===== src/rtl/single_fetch.sv =====
// Instruction-fetch stage: owns the PC, presents it to instruction memory and
// selects the next PC from sequential, branch and jump sources, with stall and halt.
module single_fetch #(
  parameter int unsigned          PC_W     = 9,
  parameter logic [PC_W-1:0]      RESET_PC = 9'h1FF,
  parameter logic [PC_W-1:0]      START_PC = 9'h000,
  parameter int unsigned          CNT_W    = 32
) (
  input  logic             clk,
  input  logic             rst,
  input  logic             stall,
  input  logic             branch,
  input  logic             zero,
  input  logic [31:0]      boff,
  input  logic             jump,
  input  logic [25:0]      jaddr,
  output logic [PC_W-1:0]  imem_addr,
  input  logic [31:0]      imem_data,
  output logic [PC_W-1:0]  pc,
  output logic [PC_W-1:0]  pc_plus1,
  output logic [31:0]      instr,
  output logic             valid,
  output logic             halted,
  output logic [CNT_W-1:0] retired
);

  localparam logic [1:0] ST_BOOT = 2'd0;
  localparam logic [1:0] ST_RUN  = 2'd1;
  localparam logic [1:0] ST_HALT = 2'd2;

  localparam logic [PC_W-1:0]  PC_ONE  = PC_W'(1);
  localparam logic [CNT_W-1:0] CNT_ONE = CNT_W'(1);

  logic [1:0]       state_reg, state_next;
  logic [PC_W-1:0]  pc_reg, pc_next;
  logic [CNT_W-1:0] retired_reg, retired_next;
  logic [PC_W-1:0]  jump_target;
  logic [PC_W-1:0]  branch_target;
  logic             unused_bits;

  // Only the low PC_W bits of the offset and target fields address the memory.
  assign unused_bits   = ^{boff[31:PC_W], jaddr[25:PC_W]};
  assign jump_target   = jaddr[PC_W-1:0];
  assign branch_target = pc_plus1 + boff[PC_W-1:0];

  assign pc_plus1  = pc_reg + PC_ONE;
  assign imem_addr = pc_reg;
  assign pc        = pc_reg;
  assign valid     = (state_reg == ST_RUN);
  assign halted    = (state_reg == ST_HALT);
  assign instr     = valid ? imem_data : 32'h0;
  assign retired   = retired_reg;

  always_comb begin
    state_next   = state_reg;
    pc_next      = pc_reg;
    retired_next = retired_reg;
    case (state_reg)
      ST_BOOT: begin
        pc_next    = START_PC;
        state_next = ST_RUN;
      end
      ST_RUN: begin
        if (!stall) begin
          if (retired_reg != {CNT_W{1'b1}}) begin
            retired_next = retired_reg + CNT_ONE;
          end
          // A jump onto itself is the halt idiom; the PC simply stays put.
          if (jump) begin
            if (jump_target == pc_reg) begin
              state_next = ST_HALT;
            end else begin
              pc_next = jump_target;
            end
          end else if (branch && zero) begin
            pc_next = branch_target;
          end else begin
            pc_next = pc_plus1;
          end
        end
      end
      default: begin
        state_next = ST_HALT;
      end
    endcase
  end

  always_ff @(posedge clk or posedge rst) begin
    if (rst) begin
      state_reg   <= ST_BOOT;
      pc_reg      <= RESET_PC;
      retired_reg <= '0;
    end else begin
      state_reg   <= state_next;
      pc_reg      <= pc_next;
      retired_reg <= retired_next;
    end
  end

endmodule


===== config.mk =====
export PLATFORM = sky130hd
export DESIGN_NAME = single_fetch
export DESIGN_NICKNAME = d
export VERILOG_FILES = /design/src/rtl/single_fetch.sv
export SDC_FILE = /design/constraint.sdc
export NUM_CORES = 1
export LEC_CHECK = 0
export ABC_CLOCK_PERIOD_IN_PS = 5300
export BUFFER_PORTS_ARGS = -buffer_cell sky130_fd_sc_hd__buf_2
export CAP_MARGIN = 5
export CORE_AREA = 2 2 84 86
export CTS_BUF_LIST = sky130_fd_sc_hd__clkbuf_4 sky130_fd_sc_hd__clkbuf_8
export CTS_CLUSTER_DIAMETER = 60
export DETAILED_ROUTE_END_ITERATION = 6
export DIE_AREA = 0 0 86 88
export PLACE_DENSITY = 0.95
export SYNTH_ARGS = -nofsm -noshare
export SYNTH_HDL_FRONTEND = slang
export SYNTH_SLANG_ARGS = --single-unit

===== constraint.sdc =====
create_clock -name clk -period 5.3 [get_ports clk]
set_input_delay 1.06 -clock clk [delete_from_list [all_inputs] [get_ports clk]]
set_output_delay 1.06 -clock clk [all_outputs]
set_load 0.01 [all_outputs]

Word level (Yosys, flattened, before mapping)
Cells that the tools add are included.

storage, ports and cells
  register bits = 43
  output and inout bits = 93
  input port bits = 96

operators by class
  equal/unequal tests = 8
  bitwise operators = 1
  add/subtract/negate cells = 3
  reductions and logical operators = 6
  muxes and demuxes = 10

operator list
  kind                                                    count
  2-to-1 mux 9 bit                                        4
  adder 32 x 1 -> 32 bit (second input constant)          1
  2-to-1 mux 32 bit                                       1
  inequality test 32 bit (second input constant)          1
  one-hot mux 9 bit (2 select lines)                      1
  adder 9 x 1 -> 9 bit (second input constant)            1
  adder 9 bit                                             1
  == test 9 bit                                           1
  AND reduction 3 bit                                     3
  2-to-1 mux 2 bit                                        3
  inequality test 2 bit (second input constant)           2
  one-hot mux 2 bit (2 select lines)                      1
  inequality test 3 bit (second input constant)           1
  == test 2 x 1 -> 1 bit (second input constant)          1
  == test 2 bit (second input constant)                   1
  logical NOT 2 bit                                       1
  inequality test 2 x 1 -> 1 bit (second input constant)  1
  nonzero test 2 bit                                      1
  logical AND 1 bit                                       1
  inverter 1 bit                                          1

Logic depth before layout (Yosys ltp)
  word-level depth = 6
  depth in mapped cells = 10

Worst setup path after synthesis
OpenSTA, ideal clock, no wires.

  path type = register to register
  from = reg pc_reg[2], in the netlist imem_addr[2]
  to = reg pc_reg[8], in the netlist imem_addr[8]
  arrival time = 2717 ps
  period minus slack after synthesis = 2807 ps
  buffers on the path = 1
  cell stages (with the launch flop) = 11
  path slack = 2493 ps
  data required time = 5209 ps
  cell sequence = dfstp_2 -> clkbuf_1 -> nand3_1 -> o21a_1 -> or2_2 -> ha_1 -> or2_2 -> a21oi_1 -> o2111ai_1 -> and3_1 -> o31ai_1

on the way
  cells in the longest elaborated chain, start to end = 6

RTL lines
  item                                line  text
  start, declared                     35    logic [PC_W-1:0] pc_reg, pc_next;
  start signal, assigned              95    pc_reg <= pc_next;
  adder 9 x 1 -> 9 bit                46    assign pc_plus1 = pc_reg + PC_ONE;
  via pc_plus1[6]                     20    output logic [PC_W-1:0] pc_plus1,
  adder 9 bit                         44    assign branch_target = pc_plus1 + boff[PC_W-1:0];
  2-to-1 mux 9 bit                    75    end else if (branch && zero) begin
  2-to-1 mux 9 bit                    69    if (jump) begin
  2-to-1 mux 9 bit                    64    if (!stall) begin
  one-hot mux 9 bit (2 select lines)  58    case (state_reg)

The timed path passes the listed nets, and every way through them passes these cells. The select of a mux whose other input is x is not followed.
A chain may end at the register's enable or synchronous reset.

Worst setup path in the final report
  from = reg pc_reg[1], in the netlist imem_addr[1]
  to = reg pc_reg[8], in the netlist imem_addr[8]

on the way
  cells in the longest elaborated chain, start to end = 6

RTL lines
  item                                line
  adder 9 x 1 -> 9 bit                46
  adder 9 bit                         44
  2-to-1 mux 9 bit                    75
  2-to-1 mux 9 bit                    69
  2-to-1 mux 9 bit                    64
  one-hot mux 9 bit (2 select lines)  58

Parallel ways exist; a longest one is shown, timed or not. The select of a mux whose other input is x is not followed.

==> flow_summary_export.csv <==
group,metric,value,unit
run_status,status,"finished, final reports clean",
layout,final_layout_size_suffix_gt1_share,38.0,%
power,pwr-share-clk,15.0,%
clock_tree,cts-resized-gates,0,
floorplan,num_rows,30,
floorplan,ios,189,
floorplan,die-width,86,um
placed_design,dp_hpwl,6.42,mm
global_route,grtUsageMet1,26.1,%
route,dr.pass1.iters,5,
timing,timing.final.ws_setup,2190,ps
clock_tree,cts_setup_buffers,0,
yosys,synth_nets,442,
yosys,async_flop_share,100,%
yosys,synth_cell_types,54,
global_route,grt_overflow,0,
global_route,grtUsageMet2,36.8,%
timing,max_slew.worst_pin.slew,1150,ps
placed_design,place_ws,2220,ps
setup_path,arrival,3310,ps
timing,finalHoldViolations,0,
layout,num-nets-final,580,
global_route,globalRouteMet3Util,4.05,%
power,p_sw_share,43.3,%
yosys,synth_compound_gate_area_share,12.7,%
yosys,synth_edf_count,0,
timing,period_share,58.7,%
yosys,synth_top_family_by_area,"simple AND/OR/NAND/NOR gates",
floorplan,die_h,88,um
timing,rsz0062_at_grt,"false",
placed_design,dp.cells,546,
setup_path,critPathKind,"flip-flop to flip-flop",
global_route,grt_pass1_vias,2850,
yosys,synth_area_leaders,"dfrtp_1, xnor2_1, dfstp_2",
layout,diodes,0,
yosys,yosys_warnings,0,
yosys,synth_area,3090,um^2
route,final_antenna_net_count,0,
timing,finalMaxSlewViolations,0,
power,p_int,0.971,mW
timing,tns,0,ps
clock_tree,tritoncts,"done",
setup_path,endpoint_kind,"flip-flop",
yosys,synthFlopType,"dfrtp_1",
setup_path,cp-start-kind,"flip-flop",
layout,layoutNonFillerInstCount,554,
yosys,synth_xor_xnor_area_share,13.6,%
power,power,1.71,mW
yosys,ys_ff_latch,43,
global_route,grt_pass1_wl,12.8,mm
timing,finClkSkew,15.1,ps
route,wl_per_cell,14.8,um
placed_design,portBuffers,148,
power,p_sw,0.742,mW
placed_design,dpl_cell_area,3840,um^2
yosys,synth_top_area_share,27.5,%
clock_tree,cts.sinks,43,
setup_path,path_cells,"ha_1 > nand3_1 > o21a_1 > or2_2 > ha_1 > or2_2 > a21oi_1 > o2111ai_1 > and3_1 > o31ai_1",
layout,final_util,59.5,%
floorplan,fp.coreArea,6640,um^2
clock_tree,ctsHoldBuffers,0,
global_route,grt_busiest_layer,"met2",
timing,fmax,321,MHz
yosys,ys_seq_area_share,35.2,%
clock_tree,cts_buffers,5,
worst_hold_path,hold_path.class,"flip-flop to flip-flop",
clock_tree,clkLatencyLatePin,300,ps
power,p_per_area,433,nW/um^2
yosys,synth_fa_ha_area_share,4.69,%
global_route,grt_antenna_before_repair,0,
power,seq_power_share,31.1,%
power,ir_drop,0.340,mV
clock_tree,clockRootBuffer,"clkbuf_8",
yosys,post-synth-top-area-cell,"dfrtp_1",
clock_tree,h-tree-depth,2,
yosys,synth-simple-area-share,26.6,%
power,leakage,2.01,nW
floorplan,initial_core_util,46.6,%
timing,setup_viol,0,
timing,hold_slack,496,ps
yosys,synthMuxAreaShare,2.51,%
floorplan,die_area,7570,um^2
placed_design,gp_congestion,0.891,
power,pwr-share-comb,53.9,%
setup_path,crit_required,5490,ps
clock_tree,cts.clk_slew.worst_paths,90,ps
route,viasPerCell,5.61,
flow_run,cap_violations,0,
route,drtIter0Drc,164,
clock_tree,clockBufferDepth,2,
setup_path,cp_slowest_cell,"dfstp_2",
timing,max_slew_margin,22.6,%
layout,area_growth,27.8,%
timing,fin_crit,3110,ps
global_route,grt_max_degree,44,
layout,largest_reg_flops,32,
route,via_count,3107,
yosys,synthCells,335,
route,drc,0,
setup_path,path_max_fanout,7,
yosys,syn_avg_cell_area,9.23,um^2
setup_path,critPathMaxStageDelay,610,ps
layout,finalInstanceArea,3950,um^2
route,routed_wl,8.20,mm
global_route,grt_use_total,20.7,%
==> power groups by stage <==
| stage | Clock [mW] | Sequential (mW) | Combinational [mW] |
|---|---|---|---|
| after floorplan | 0 | 0.525 | 0.638 |
| after CTS | 0.261 | 0.530 | 0.920 |
| after detailed placement | 0 | 0.535 | 0.912 |
| final | 0.257 | 0.532 | 0.923 |
| after global routing | 0.272 | 0.544 | 1.01 |
| after global placement | 0 | 0.529 | 0.881 |
==> routing by layer <==
metal  routed length (um)  up-vias
met4                  104        0
met5                    0        -
met2                 4120      182
li1                     -     1459
met1                 3260     1450
met3                  717       16
==> cell families (layout without fill, tap and decap cells) <==
family | Yosys count | count (layout)
buffers and inverters | 30 | 169
AND/OR/NAND/NOR | 142 | 142
flip-flops | 43 | 43
multiplexers | 7 | 7
AO/OA/AOI/OAI | 54 | 54
adder cells (fa/ha/maj) | 11 | 11
XOR/XNOR | 48 | 48
==> layout make-up <==
type	instances	area, um^2
Fill cell	544	2690
Multi-Input combinational cell	262	1860
Sequential cell	43	1090
Timing Repair Buffer	149	748
Tap cell	80	100
Clock buffer	5	68.8
Inverter	12	45.0
Clock inverter	3	43.8
==> cell usage in the layout (no fill, tap or decap), types with 4 or more instances in the layout <==
master and count:
xnor2_1 35, nand2_1 27, a21oi_1 11, nand3_1 19, and2_1 36, buf_2 148, nor4_1 4, mux2i_1 4
o21ai_0 13, dfrtp_1 34, inv_1 12, a211oi_1 4, xor2_1 13, ha_1 10, nor2_1 10, and3_1 7
nor3_1 8, dfstp_2 9, o31ai_1 4, clkbuf_8 5, nand4_1 12
==> worst max-delay path, delay by kind of cell (launching register included) <==
family / cells / cell delay, ps
fa+ha+maj: 2 / 520
flops: 1 / 610
compound gates: 4 / 850
simple gates: 4 / 1020
==> Yosys cell counts, types with 4 or more instances <==
library cell  count
ha_1             10
dfstp_2           9
o21ai_0          13
clkbuf_1          7
nor4_1            4
mux2i_1           4
nor2_1           10
and2_1           36
o31ai_1           4
inv_1            12
xnor2_1          35
nor3_1            8
and3_1            7
buf_4             9
nand4_1          12
a21oi_1          11
dfrtp_1          34
nand2_1          27
a211oi_1          4
xor2_1           13
nand3_1          19
==> final timing paths <==
kind	slack (ps)	cells past startpoint	startpoint	end
worst max-delay path	2190	10	imem_addr[1]	imem_addr[8]
min in group asynchronous	890	3	rst	retired[4]
max in group asynchronous	4020	3	rst	imem_addr[4]
worst min-delay path	500	1	retired[25]	retired[25]
worst max register to register	2190	10	imem_addr[1]	imem_addr[8]
worst min register to register	500	1	retired[25]	retired[25]
Note: power is estimated with default switching activity, not from simulation.
